File: src/rtl/fetch_stage_pkg.sv
// Shared fetch-side definitions: the canonical NOP used for pipeline bubbles (also used by
// decode), the buffered instruction entry layout, and the IF/ID update actions.
package fetch_stage_pkg;

   localparam int          XLEN         = 32;
   localparam logic [31:0] NOP_ENCODING = 32'h0000_0013;
   localparam logic [31:0] PC_STEP      = 32'd4;
   localparam logic [31:0] WORD_MASK    = 32'hFFFF_FFFC;

   typedef struct packed {
      logic [XLEN-1:0] pc;
      logic [XLEN-1:0] instr;
   } fetch_entry_t;

   typedef enum logic [1:0] {
      IFID_FLUSH,
      IFID_HOLD,
      IFID_LOAD,
      IFID_BUBBLE
   } ifid_action_e;

   function automatic logic [XLEN-1:0] word_align(input logic [XLEN-1:0] addr);
      return addr & WORD_MASK;
   endfunction

endpackage

File: src/rtl/fetch_stage_if.sv
// Valid/ready instruction memory port: in-order responses, no response backpressure.
interface fetch_stage_if;
   import fetch_stage_pkg::*;

   logic            req_valid;
   logic            req_ready;
   logic [XLEN-1:0] req_addr;
   logic            rsp_valid;
   logic [XLEN-1:0] rsp_data;

   modport master (
      output req_valid,
      output req_addr,
      input  req_ready,
      input  rsp_valid,
      input  rsp_data
   );

   modport slave (
      input  req_valid,
      input  req_addr,
      output req_ready,
      output rsp_valid,
      output rsp_data
   );

endinterface

File: src/rtl/fetch_stage_fifo.sv
// Small synchronous FIFO with flush; used for the in-flight PC queue and the fetched
// instruction buffer. Flush overrides any push or pop in the same cycle.
module fetch_fifo #(
   parameter int WIDTH = 32,
   parameter int DEPTH = 4
) (
   input  logic                         clk,
   input  logic                         rst,
   input  logic                         push,
   input  logic                         pop,
   input  logic                         flush,
   input  logic [WIDTH-1:0]             push_data,
   output logic [WIDTH-1:0]             head_data,
   output logic [$clog2(DEPTH+1)-1:0]   count,
   output logic                         empty
);

   localparam int PTR_W = (DEPTH > 1) ? $clog2(DEPTH) : 1;
   localparam int CNT_W = $clog2(DEPTH + 1);

   logic [WIDTH-1:0] mem [DEPTH];
   logic [PTR_W-1:0] rd_ptr;
   logic [PTR_W-1:0] wr_ptr;
   logic             full;
   logic             do_push;
   logic             do_pop;

   function automatic logic [PTR_W-1:0] next_ptr(input logic [PTR_W-1:0] p);
      return (p == PTR_W'(DEPTH - 1)) ? '0 : p + PTR_W'(1);
   endfunction

   assign empty     = (count == '0);
   assign full      = (count == CNT_W'(DEPTH));
   assign do_pop    = pop && !empty;
   assign do_push   = push && (!full || do_pop);
   assign head_data = mem[rd_ptr];

   always_ff @(posedge clk) begin
      if (do_push && !flush) begin
         mem[wr_ptr] <= push_data;
      end
   end

   always_ff @(posedge clk or posedge rst) begin
      if (rst) begin
         rd_ptr <= '0;
         wr_ptr <= '0;
         count  <= '0;
      end else if (flush) begin
         rd_ptr <= '0;
         wr_ptr <= '0;
         count  <= '0;
      end else begin
         if (do_push) begin
            wr_ptr <= next_ptr(wr_ptr);
         end
         if (do_pop) begin
            rd_ptr <= next_ptr(rd_ptr);
         end
         if (do_push && !do_pop) begin
            count <= count + CNT_W'(1);
         end else if (do_pop && !do_push) begin
            count <= count - CNT_W'(1);
         end
      end
   end

endmodule

File: src/rtl/fetch_stage.sv
// RV32I IF stage: owns the fetch PC, issues credit-limited in-order memory requests,
// buffers returned words with their PCs and drives the IF/ID register.
module fetch_stage
   import fetch_stage_pkg::*;
#(
   parameter logic [31:0] RESET_PC  = 32'h0000_0000,
   parameter int          BUF_DEPTH = 4
) (
   input  logic               clk,
   input  logic               rst,
   input  logic               stall,
   input  logic               redirect_valid,
   input  logic [XLEN-1:0]    redirect_pc,
   fetch_stage_if.master      imem,
   output logic [XLEN-1:0]    if_id_instr_data,
   output logic [XLEN-1:0]    if_id_pc
);

   localparam int CNT_W = $clog2(BUF_DEPTH + 1);

   logic [XLEN-1:0]  fetch_pc;
   logic [CNT_W-1:0] drop_cnt;
   logic [CNT_W-1:0] inflight_cnt;
   logic [CNT_W-1:0] buf_cnt;
   logic             inflight_empty;
   logic [XLEN-1:0]  inflight_head_pc;
   logic             buf_empty;
   fetch_entry_t     buf_head;
   fetch_entry_t     rsp_entry;

   logic             credit_ok;
   logic             req_fire;
   logic             rsp_fire;
   logic             drop_active;
   logic             buf_push;
   logic             buf_pop;

   ifid_action_e     ifid_action;
   logic [XLEN-1:0]  ifid_instr_next;
   logic [XLEN-1:0]  ifid_pc_next;

   // A request is only issued while every possible returning word has a buffer slot,
   // so the buffer can never overflow even though responses cannot be stalled.
   assign credit_ok     = ({1'b0, inflight_cnt} + {1'b0, buf_cnt}) < (CNT_W + 1)'(BUF_DEPTH);
   assign imem.req_valid = !rst && credit_ok && !redirect_valid;
   assign imem.req_addr  = fetch_pc;
   assign req_fire       = imem.req_valid && imem.req_ready;

   assign rsp_fire    = imem.rsp_valid && !inflight_empty;
   assign drop_active = (drop_cnt != '0);
   assign buf_push    = rsp_fire && !drop_active && !redirect_valid;
   assign buf_pop     = !redirect_valid && !stall && !buf_empty;

   assign rsp_entry.pc    = inflight_head_pc;
   assign rsp_entry.instr = imem.rsp_data;

   fetch_fifo #(
      .WIDTH (XLEN),
      .DEPTH (BUF_DEPTH)
   ) u_inflight_q (
      .clk       (clk),
      .rst       (rst),
      .push      (req_fire),
      .pop       (rsp_fire),
      .flush     (1'b0),
      .push_data (fetch_pc),
      .head_data (inflight_head_pc),
      .count     (inflight_cnt),
      .empty     (inflight_empty)
   );

   fetch_fifo #(
      .WIDTH ($bits(fetch_entry_t)),
      .DEPTH (BUF_DEPTH)
   ) u_instr_buf (
      .clk       (clk),
      .rst       (rst),
      .push      (buf_push),
      .pop       (buf_pop),
      .flush     (redirect_valid),
      .push_data (rsp_entry),
      .head_data (buf_head),
      .count     (buf_cnt),
      .empty     (buf_empty)
   );

   // Everything still in flight at a redirect belongs to the old path, including any
   // words already marked for dropping, minus the one that returns this very cycle.
   always_ff @(posedge clk or posedge rst) begin
      if (rst) begin
         fetch_pc <= RESET_PC;
         drop_cnt <= '0;
      end else if (redirect_valid) begin
         fetch_pc <= word_align(redirect_pc);
         drop_cnt <= inflight_cnt - CNT_W'(rsp_fire);
      end else begin
         if (req_fire) begin
            fetch_pc <= fetch_pc + PC_STEP;
         end
         if (rsp_fire && drop_active) begin
            drop_cnt <= drop_cnt - CNT_W'(1);
         end
      end
   end

   // Redirect beats stall; an unstalled stage with nothing buffered emits a bubble.
   always_comb begin
      ifid_action     = IFID_BUBBLE;
      ifid_instr_next = NOP_ENCODING;
      ifid_pc_next    = '0;
      if (redirect_valid) begin
         ifid_action = IFID_FLUSH;
      end else if (stall) begin
         ifid_action = IFID_HOLD;
      end else if (!buf_empty) begin
         ifid_action = IFID_LOAD;
      end
      case (ifid_action)
         IFID_HOLD: begin
            ifid_instr_next = if_id_instr_data;
            ifid_pc_next    = if_id_pc;
         end
         IFID_LOAD: begin
            ifid_instr_next = buf_head.instr;
            ifid_pc_next    = buf_head.pc;
         end
         default: begin
            ifid_instr_next = NOP_ENCODING;
            ifid_pc_next    = '0;
         end
      endcase
   end

   always_ff @(posedge clk or posedge rst) begin
      if (rst) begin
         if_id_instr_data <= NOP_ENCODING;
         if_id_pc         <= '0;
      end else begin
         if_id_instr_data <= ifid_instr_next;
         if_id_pc         <= ifid_pc_next;
      end
   end

endmodule

File: src/flat_wrapper.sv
// flat-port wrapper written by rule: the top's interface ports become plain ports
module fetch_stage_flat import fetch_stage_pkg::*;
#(
   parameter logic [31:0] RESET_PC  = 32'h0000_0000,
   parameter int          BUF_DEPTH = 4
)
  (clk, rst, stall, redirect_valid, redirect_pc, if_id_instr_data, if_id_pc, imem_req_valid, imem_req_addr, imem_req_ready, imem_rsp_valid, imem_rsp_data);
  fetch_stage_if imem_i ();
  input  logic clk;
  input  logic rst;
  input  logic stall;
  input  logic redirect_valid;
  input  logic [XLEN-1:0] redirect_pc;
  output logic [XLEN-1:0] if_id_instr_data;
  output logic [XLEN-1:0] if_id_pc;
  output wire logic [$bits(imem_i.req_valid)-1:0] imem_req_valid;
  output wire logic [$bits(imem_i.req_addr)-1:0] imem_req_addr;
  input wire logic [$bits(imem_i.req_ready)-1:0] imem_req_ready;
  input wire logic [$bits(imem_i.rsp_valid)-1:0] imem_rsp_valid;
  input wire logic [$bits(imem_i.rsp_data)-1:0] imem_rsp_data;
  assign imem_req_valid = imem_i.req_valid;
  assign imem_req_addr = imem_i.req_addr;
  assign imem_i.req_ready = imem_req_ready;
  assign imem_i.rsp_valid = imem_rsp_valid;
  assign imem_i.rsp_data = imem_rsp_data;
  fetch_stage #(.RESET_PC(RESET_PC), .BUF_DEPTH(BUF_DEPTH)) u_core (.clk(clk), .rst(rst), .stall(stall), .redirect_valid(redirect_valid), .redirect_pc(redirect_pc), .imem(imem_i), .if_id_instr_data(if_id_instr_data), .if_id_pc(if_id_pc));
endmodule
File: config.mk
export PLATFORM = sky130hd
export DESIGN_NAME = fetch_stage_flat
export DESIGN_NICKNAME = d
export VERILOG_FILES = /design/src/rtl/fetch_stage_pkg.sv /design/src/rtl/fetch_stage_if.sv /design/src/rtl/fetch_stage_fifo.sv /design/src/rtl/fetch_stage.sv /design/src/flat_wrapper.sv
export SDC_FILE = /design/constraint.sdc
export NUM_CORES = 1
export LEC_CHECK = 0
export CAP_MARGIN = 25
export CORE_ASPECT_RATIO = 2
export CORE_MARGIN = 3
export CORE_UTILIZATION = 30
export CTS_BUF_LIST = sky130_fd_sc_hd__clkbuf_8 sky130_fd_sc_hd__clkbuf_16
export DETAILED_ROUTE_END_ITERATION = 10
export MAX_ROUTING_LAYER = met4
export PLACE_DENSITY = 0.49
export SLEW_MARGIN = 40
export SYNTH_ARGS = -nofsm -noshare
export SYNTH_HDL_FRONTEND = slang
export SYNTH_SLANG_ARGS = --single-unit
File: constraint.sdc
create_clock -name clk -period 4.15 [get_ports clk]
set_input_delay 1.245 -clock clk [delete_from_list [all_inputs] [get_ports clk]]
set_output_delay 1.245 -clock clk [all_outputs]
set_load 0.02 [all_outputs]
==> metrics, run 1 <==
RSZ-0062 raised after global routing=false; initial antenna violation count=3; Worst setup SP type=input port; Detailed Route WL=42900 um; Yosys top cell area share=60.04%; First-pass DRT Iterations=6; relative slew slack=54.52%; number of instances in the placed design=1874; final worst slack=0.07693 ns; syn_area_per_cell=19.19 um2; vias in the first global route=10400; CTS tree=yes; Worst setup EP type=output pin; root buf cell=clkbuf_16; largest net degree at the start of global routing=58; Post-synth ARST share=22.85%; final slew viol count=0; DR vias/cell=4.905; Main synth FF type=edfxtp_1; Finish-stage setup viols=0; post-route DRC violation count=0; Place WS=0.01490 ns; die height=356.3 um; final instance area=22760 um2; status=finished clean; Inserted Clock Buffers=46; # IOs=167; min Tclk post-route=4.073 ns; fillers=5634; FMAX=245.5 MHz; layout cells sized above 1=18.73%; CTS clk-pin slew, worst paths=0.06 ns; setup TNS=0 ns; Yosys top cell by area=edfxtp_1; Initial Util=30.48%; Seq cells post-synth=477; post-synth cell types=57; post-DP HPWL=26620 um; number of max-cap violations=0; leakage=7.747 nW; VDD IR max=255.8 uV; HP Class=register to register; register area=13800 um2; Seq/Total Area, Yosys=74.89%; Final Skew=0.01421 ns; GR Overflow Total=0; Worst Path Max Fanout=2; YS warnings=0; top cells by area, synth=edfxtp_1, dfrtp_1, mux4_2; CTS Buffer Depth=3; post-route ant nets=0; Clock Latency Late Sink=0.57 ns; Area growth syn-to-layout=23.66%; pwr/cell area=561.6 nW/um2; clk sinks=477; WL/cell=21.85 um; Worst Tran Pin Value=0.6821 ns; first-pass GRT wire length=65240 um; Critical Path RT=2.90 ns; final worst path period share=98.15%; GPL Wtd Cong=0.7179; H-tree levels=2; synthesized area=18400 um2; EDFF count, synth=368; synthesized instance count=959; Placed Area=21240 um2; Final Hold Fails=0; Final Net Count=1237; core area=60380 um2; row count=127; Final Non-Filler Cells=1963; routed vias=9629; Setup CP Type=input port to output pin; CP Data Arrival Time=2.83 ns; area of the multi-input gates=4365 um2; die area=64530 um2; Starting DRT DRC Count=414; width of the die=181.1 um; Tot GR Track Use=13.61%; I/O Buffers=160
==> metal layers <==
layer | share of wire (%) | vias to the layer above | track usage, %
li1 | - | 4259 | -
met1 | 40 | 5086 | 15.68
met2 | 54 | 227 | 24.51
met3 | 4.0 | 57 | 2.132
met4 | 2.3 | 0 | 3.950
met5 | 0 | - | -
==> cell usage after synthesis, drive strengths merged (3+ instances only) <==
cell / count
a21o: 3
inv: 18
nand3: 17
nor2: 16
and2: 12
a31oi: 3
dfrtp: 106
and3: 7
and4: 5
o22a: 4
or4: 3
clkbuf: 32
o311ai: 3
o21ai: 22
nor4: 4
dfstp: 3
mux4: 92
a221o: 3
nand4: 13
ha: 17
buf: 23
nand2: 46
edfxtp: 368
xor2: 10
or3: 3
a22oi: 3
a21oi: 8
a22o: 60
o211ai: 9
o31a: 4
xnor2: 7
nor3: 9
o31ai: 3
==> state kept, by name, indices dropped and copies added (netlist names) <==
signal                      flops
u_core.u_inflight_q.count       3
u_core.drop_cnt                 3
u_core.if_id_instr_data        32
u_core.u_inflight_q.rd_ptr      2
u_core.if_id_pc                30
u_core.u_instr_buf.mem        248
u_core.u_instr_buf.wr_ptr       2
u_core.u_inflight_q.mem       120
u_core.u_instr_buf.rd_ptr       2
u_core.imem.req_addr           30
u_core.u_instr_buf.count        3
u_core.u_inflight_q.wr_ptr      2
==> cells by family (layout without fill, tap and decap cells) <==
family                   Yosys count  after routing  synth area share, %
AO/OA/AOI/OAI                    132            132                5.561
adder cells (fa/ha/maj)           19             19                1.373
XOR/XNOR                          17             17               0.8090
buffers and inverters             73            296                1.625
flip-flops                       477            477                74.89
multiplexers                      95             95                11.43
other                              1              8              0.02038
AND/OR/NAND/NOR                  145            145                4.297
==> report_power, final <==
group | switching [W] | internal, W | leakage (nW) | total, W
sequential | 0.000518 | 0.00570 | 4.74 | 0.00622
clock | 0.00178 | 0.00237 | 0.784 | 0.00416
combinational | 0.00115 | 0.00126 | 2.22 | 0.00240
==> stage by stage <==
stage	total power, W	util, %	hold slack (ns)
2_1_floorplan	0.007747	-	0.5152
3_3_place_gp	0.008743	35.10	0.4870
3_5_place_dp	0.008799	35.17	0.4919
4_1_cts	0.01302	37.66	0.5096
5_1_grt	0.01340	37.68	0.5171
6_report	0.01278	37.69	0.5054
==> worst max-delay path, cell delays in order <==
cell             delay [ns]
clkdlybuf4s50_1        0.48
nor4_2                 0.31
and3_1                 0.20
clkdlybuf4s50_1        0.60
==> worst paths after layout <==
kind / start / endpoint / slack (ns) / depth (start not counted)
setup reg to reg: u_core.u_inflight_q.count[0]$_DFFE_PP0P_ / u_core.u_instr_buf.count[2]$_DFFE_PP0P_ / 1.37 / 9
setup / recovery: rst / imem_req_valid / 0.08 / 4
hold / removal: u_core.if_id_instr_data[22]$_DFFE_PP0P_ / u_core.if_id_instr_data[22]$_DFFE_PP0P_ / 0.51 / 1
max in group asynchronous: rst / u_core.if_id_instr_data[1]$_DFFE_PP1P_ / 2.20 / 3
min in group asynchronous: rst / u_core.imem.req_addr[15]$_DFFE_PP0N_ / 1.18 / 2
hold reg to reg: u_core.if_id_instr_data[22]$_DFFE_PP0P_ / u_core.if_id_instr_data[22]$_DFFE_PP0P_ / 0.51 / 1
==> layout by cell type, fill, tap and decap left out, types with 4 or more instances in the layout <==
cell type	synthesis	routed
o22a_1	4	4
and3_1	7	7
nand2_1	46	46
nand3_1	17	17
clkdlybuf4s50_1	0	159
buf_12	0	16
diode_2	0	4
clkbuf_16	0	48
nand4_1	11	11
a21oi_1	8	8
clkinvlp_4	0	4
dfrtp_1	106	102
ha_1	17	17
o21ai_0	22	22
nor3_1	9	8
mux4_2	92	92
edfxtp_1	368	368
nor2_1	16	15
inv_1	18	31
buf_4	4	17
clkbuf_8	0	5
a22o_1	60	60
xnor2_1	7	7
dfrtp_4	0	4
and4_1	5	5
and2_1	12	8
o211ai_1	9	9
and2_4	0	4
clkinv_2	0	7
xor2_1	10	10
conb_1	1	4
==> layout make-up <==
cell class / instances / share of cell area (%)
Sequential cell: 477 / 60.62
Timing Repair Buffer: 193 / 8.983
Tap cell: 774 / 4.255
Clock inverter: 32 / 1.023
Clock buffer: 53 / 5.580
Multi-Input combinational cell: 412 / 19.18
Antenna cell: 4 / 0.04398
Inverter: 18 / 0.3079
==> what timing repair did <==
| action | 4_1_cts | 5_1_grt |
|---|---|---|
| setup endpoints to repair | 0 | 1 |
| gates resized for setup | 0 | 1 |
| hold buffers | 0 | 0 |
| setup buffers | 0 | 0 |
| hold endpoints to repair | 0 | 0 |
(Power assumes the default switching activity.)
==> inputs of run 2 (changes only) <==
CORE_UTILIZATION = 39   (was 30)
PLACE_DENSITY = 0.6   (was 0.49)
==> metrics, run 2 (synthesis gave the netlist of run 1 again) <==
layout cells sized above 1=18.46% (-0.28 points); First-pass DRT Iterations=6 (unchanged); Detailed Route WL=38680 um (-9.8%); sw frac=26.08% (-0.91 points); # IOs=167 (unchanged); core area=46660 um2 (-23%); GR Overflow Total=0 (unchanged); post-DP HPWL=24550 um (-7.8%); CP top delay family=buffers and inverters; Reg2Reg Depth=9 (unchanged); Worst Tran Pin Value=0.8258 ns (+0.1436 ns); CTS Buffer Depth=3 (unchanged); Final Hold Fails=0 (unchanged); internal power=0.009371 W (+0.44%); crit-path cells=clkdlybuf4s50_1 -> nor4_2 -> and3_1 -> clkdlybuf4s50_1; min Tclk post-route=4.092 ns (+0.01872 ns); leakage=7.737 nW (-0.13%); Critical Path RT=2.90 ns (about the same); CTS tree=yes; width of the die=159.6 um (-12%); Levels on crit path=4 (unchanged); Comb pwr share=19.3% (+0.5 points); Inserted Clock Buffers=43 (-6.5%); Tot GR Track Use=16.09% (+2.5 points); crit-path max cell delay=0.60 ns (about the same); die area=49990 um2 (-23%); CTS Hold Bufs=0 (unchanged); GR Util met1=18.49% (+2.8 points); final slew viol count=0 (unchanged); Hold Slack=0.5018 ns (-0.003537 ns); CP bufs+invs=2 (unchanged); commonest non-fill, non-tap cells in the layout=edfxtp_1, clkdlybuf4s50_1, dfrtp_1; I/O Buffers=160 (unchanged); root buf cell=clkbuf_16; Worst setup EP type=output pin; post-route ant nets=0 (unchanged); Placed Area=21060 um2 (-0.83%); H-tree levels=2 (unchanged); HP Class=register to register; setup TNS=0 ns (unchanged); row count=112 (-12%); Sequential Power Share=48.4% (-0.3 points); Inserted Diodes=0 (-4); die height=313.2 um (-12%); clk sinks=477 (unchanged); final instance area=22540 um2 (-0.98%); pwr/cell area=562.6 nW/um2 (+0.17%); Worst setup SP type=input port; grt met3 use=1.798% (-0.33 points); first-pass GRT wire length=60750 um (-6.9%); Finish-stage setup viols=0 (unchanged); sw power=0.003307 W (-4.2%); status=finished clean; Initial Util=39.44% (+9.0 points); Area growth syn-to-layout=22.45%; DR vias/cell=5.254 (+7.1%); Final Net Count=1238 (+0.081%); FMAX=244.4 MHz (-0.46%); Setup CP Type=input port to output pin; gr busiest metal=met2; Setup Fix Bufs, Post-CTS=0 (unchanged); VDD IR max=288.8 uV (+13%); hold-critical path depth=1 (unchanged); cell seen most often among critical-path stages=clkdlybuf4s50_1; final worst path period share=98.60% (+0.45 points); max FFs per register=248 (unchanged); Worst Path Max Fanout=2 (unchanged); clock group share of total power=32.3% (-0.2 points); vias in the first global route=10290 (-1.1%); number of max-cap violations=0 (unchanged); Starting DRT DRC Count=474 (+14%); GPL Wtd Cong=0.7516 (+4.7%); relative slew slack=44.95% (-9.6 points); WL/cell=21.40 um (-2.1%); CTS clk-pin slew, worst paths=0.06 ns (about the same); Largest regs=u_core.u_instr_buf.mem: 248 flops, u_core.u_inflight_q.mem: 120 flops, u_core.if_id_instr_data: 32 flops; met2 usage=29.62% (+5.1 points); Final Skew=0.01255 ns (-0.001662 ns); routed vias=9500 (-1.3%); Reg with most FFs=u_core.u_instr_buf.mem; CP Data Arrival Time=2.85 ns (+0.02 ns); largest net degree at the start of global routing=54 (-6.9%); final core utilization=48.29% (+11 points); initial antenna violation count=0 (-3); Clock Latency Late Sink=0.54 ns (-0.03 ns); most common cell after layout, fill and taps aside=edfxtp_1; post-route DRC violation count=0 (unchanged); CP max-delay cell=clkdlybuf4s50_1
-- run 2: cell count changes in the layout (fill, tap and decap cells not counted) --
cell,before,now
clkinv_1,2,6
dfrtp_4,4,2
clkinvlp_4,4,0
clkbuf_16,48,45
clkinv_4,1,3
inv_1,31,27
buf_4,17,23
buf_16,0,1
buf_12,16,13
diode_2,4,0
clkinv_2,7,2
clkbuf_8,5,4
dfrtp_2,0,2
bufinv_16,3,6
-- run 2: power by group through the flow --
stage	Clock [W]	Combinational [W]	Sequential, W
after floorplan	0	0.00158	0.00616
after global placement	0	0.00234	0.00631
after detailed placement	0	0.00250	0.00625
after CTS	0.00423	0.00250	0.00615
after global routing	0.00441	0.00267	0.00620
final	0.00410	0.00245	0.00613
-- run 2: metal layers --
| metal | share of wire [%] | vias to the layer above |
|---|---|---|
| met2 | 55 | 230 |
| met4 | 2.3 | 0 |
| met5 | 0 | - |
| li1 | - | 4253 |
| met3 | 3.2 | 53 |
| met1 | 39 | 4964 |
-- run 2: timing repair --
action	4_1_cts	5_1_grt
endpoints found under the setup margin	0	1
endpoints found under the hold margin	0	0
gates resized for setup	0	1
-- run 2: final cells by class --
class | count | area, um2
multi-input combinational | 412 | 4365
inverter | 18 | 70.07
clock buffer | 49 | 1181
sequential | 477 | 13790
tap | 627 | 784.5
fill | 3917 | 24130
timing repair buffer | 197 | 2057
clock inverter | 28 | 285.3
-- run 2: final timing paths --
| check | slack [ns] | startpoint | to |
|---|---|---|---|
| setup reg to reg | 1.40 | u_core.u_inflight_q.count[0]$_DFFE_PP0P_ | u_core.u_instr_buf.count[2]$_DFFE_PP0P_ |
| max in group asynchronous | 2.12 | rst | u_core.if_id_instr_data[0]$_DFFE_PP1P_ |
| hold reg to reg | 0.50 | u_core.if_id_instr_data[11]$_DFFE_PP0P_ | u_core.if_id_instr_data[11]$_DFFE_PP0P_ |
| hold / removal | 0.50 | u_core.if_id_instr_data[11]$_DFFE_PP0P_ | u_core.if_id_instr_data[11]$_DFFE_PP0P_ |
| min in group asynchronous | 1.21 | rst | u_core.imem.req_addr[15]$_DFFE_PP0N_ |
| setup / recovery | 0.06 | rst | imem_req_valid |
-- run 2: stage by stage --
step	total power [W]	setup WS [ns]	std cells
floorplan	0.007747	0.03602	962
global placement	0.008647	0.02576	1728
detailed placement	0.008746	0.04475	1731
CTS	0.01288	0.03052	1808
global route	0.01328	-0.01185	1808
finish	0.01268	0.05822	1808
==> inputs of run 3 (changes only) <==
DONT_BUFFER_PORTS = 1   (was not set)
PLACE_DENSITY = 0.55   (was 0.6)
SETUP_SLACK_MARGIN = 0.4   (was not set)
==> metrics, run 3 (synthesis gave the netlist of run 1 again) <==
GR Overflow Total=0 (unchanged); Setup CP Type=register to output pin; root buf cell=clkbuf_16; final slew viol count=0 (unchanged); initial antenna violation count=0 (unchanged); CTS clk-pin slew, worst paths=0.06 ns (about the same); CTS tree=yes; met3 wire length=2083 um (+66%); Tot GR Track Use=16.08% (about the same); R2R Path End=u_core.u_instr_buf.count[2]$_DFFE_PP0P_; VDD IR max=365.0 uV (+26%); H-tree levels=2 (unchanged); Worst setup SP type=register; Worst Path Max Fanout=7 (+5); row count=112 (unchanged); Reg with most FFs=u_core.u_instr_buf.mem; WL/cell=23.34 um (+9.1%); M1 WL=14420 um (-5.2%); die area=49990 um2 (unchanged); Detailed Route WL=38470 um (-0.55%); most common cell after layout, fill and taps aside=edfxtp_1; commonest non-fill, non-tap cells in the layout=edfxtp_1, dfrtp_1, mux4_2; min Tclk post-route=3.266 ns (-0.8255 ns); First-pass DRT Iterations=4 (-2); routed vias=8820 (-7.2%); first-pass GRT wire length=59770 um (-1.6%); crit path launch=u_core.u_instr_buf.count[2]$_DFFE_PP0P_; leakage=7.088 nW (-8.4%); Reg2Reg Depth=10 (+1); # IOs=167 (unchanged); Starting DRT DRC Count=397 (-16%); Inserted Clock Buffers=44 (+2.3%); width of the die=159.6 um (unchanged); final worst path period share=78.70% (-20 points); pwr/cell area=583.9 nW/um2 (+3.8%); relative slew slack=45.49% (+0.54 points); Worst Tran Pin Value=0.8177 ns (-0.008094 ns); GPL Wtd Cong=0.7662 (+1.9%); post-DP HPWL=24280 um (-1.1%); Worst setup EP type=output pin; DR vias/cell=5.352 (+1.9%); R2R Setup Slk=1.25 ns (-0.15 ns); HP Class=input port to async pin; post-route DRC violation count=0 (unchanged); die height=313.2 um (unchanged); Critical path destination=imem_req_valid; status=finished clean; Setup Fix Bufs, Post-CTS=0 (unchanged); I/O Buffers=0 (-100%); reg2reg start=u_core.u_inflight_q.count[0]$_DFFE_PP0P_; post-route ant nets=0 (unchanged); Inserted Diodes=0 (unchanged); layout cells sized above 1=21.25% (+2.8 points); number of max-cap violations=0 (unchanged); met2 wire len=21080 um (-1.2%); FMAX=306.2 MHz (+25%); vias in the first global route=9692 (-5.8%); Critical Path RT=2.90 ns (about the same); Final Hold Fails=0 (unchanged); Area growth syn-to-layout=13.38%; core area=46660 um2 (unchanged); post-CTS sizing=0 (unchanged); RSZ-0062 raised after global routing=false; final core utilization=44.72% (-3.6 points); Final Net Count=1076 (-13%); clk sinks=477 (unchanged); highest routed layer=met4; CTS Buffer Depth=3 (unchanged); Finish-stage setup viols=0 (unchanged); max FFs per register=248 (unchanged); Final Skew=0.01892 ns (+0.006373 ns); Largest regs=u_core.u_instr_buf.mem: 248 flops, u_core.u_inflight_q.mem: 120 flops, u_core.if_id_instr_data: 32 flops; Clock Latency Late Sink=0.54 ns (about the same); setup TNS=0 ns (unchanged); Initial Util=39.44% (unchanged); CP Data Arrival Time=2.02 ns (-0.83 ns); CTS Hold Bufs=0 (unchanged); largest net degree at the start of global routing=60 (+11%)
==> run 3: cell types whose count changed in the layout (fill, tap and decap cells not counted), sizes merged <==
cell / delta
buf: -4
bufinv: -2
clkdlybuf4s50: -159
clkinvlp: +8
clkbuf: -1
inv: -1
clkinv: -1
==> run 3: area by class of cell <==
class / count / area [um2]
inverter: 18 / 71.32
fill: 4029 / 25800
timing repair buffer: 34 / 425.4
clock inverter: 32 / 264.0
tap: 627 / 784.5
multi-input combinational: 412 / 4357
sequential: 477 / 13800
clock buffer: 48 / 1167
==> run 3: worst min-delay path by stage <==
stage / startpoint / endpoint / slack [ns]
after global routing: rst / u_core.imem.req_addr[17]$_DFFE_PP0N_ / 0.58
after detailed placement: u_core.drop_cnt[1]$_DFFE_PP0P_ / u_core.drop_cnt[1]$_DFFE_PP0P_ / 0.58
final: rst / u_core.imem.req_addr[17]$_DFFE_PP0N_ / 0.58
after CTS: u_core.drop_cnt[1]$_DFFE_PP0P_ / u_core.drop_cnt[1]$_DFFE_PP0P_ / 0.59
after floorplan: u_core.u_inflight_q.count[2]$_DFFE_PP0P_ / u_core.u_inflight_q.count[2]$_DFFE_PP0P_ / 0.52
after global placement: u_core.drop_cnt[1]$_DFFE_PP0P_ / u_core.drop_cnt[1]$_DFFE_PP0P_ / 0.55
==> run 3: metal layers <==
layer / vias to the layer above / GRT usage [%]
met2: 219 / 29.31
li1: 3926 / -
met5: - / -
met3: 53 / 3.438
met4: 0 / 4.700
met1: 4622 / 17.59
==> run 3: critical path: stages (launching register included) <==
cell	delay, ns
dfrtp_1	0.48
ha_1	0.25
nor4_1	0.40
and3_1	0.36
==> run 3: power breakdown <==
| part | internal, W | switching (W) |
|---|---|---|
| combinational | 0.000961 | 0.000866 |
| sequential | 0.00570 | 0.000674 |
| clock | 0.00228 | 0.00171 |
==> run 3: per-stage QoR <==
stage               instance area [um2]  hold slack (ns)  instances  worst slack (ns)  total power (W)
CTS                               20840           0.5910       1647            0.8567          0.01241
global route                      20870           0.5829       1648            0.7189          0.01279
detailed placement                19410           0.5775       1567            0.6244         0.008383
floorplan                         18420           0.5152        962            0.4849         0.007747
global placement                  19340           0.5488       1564            0.6972         0.008300
finish                            20870           0.5794       1648            0.8838          0.01218
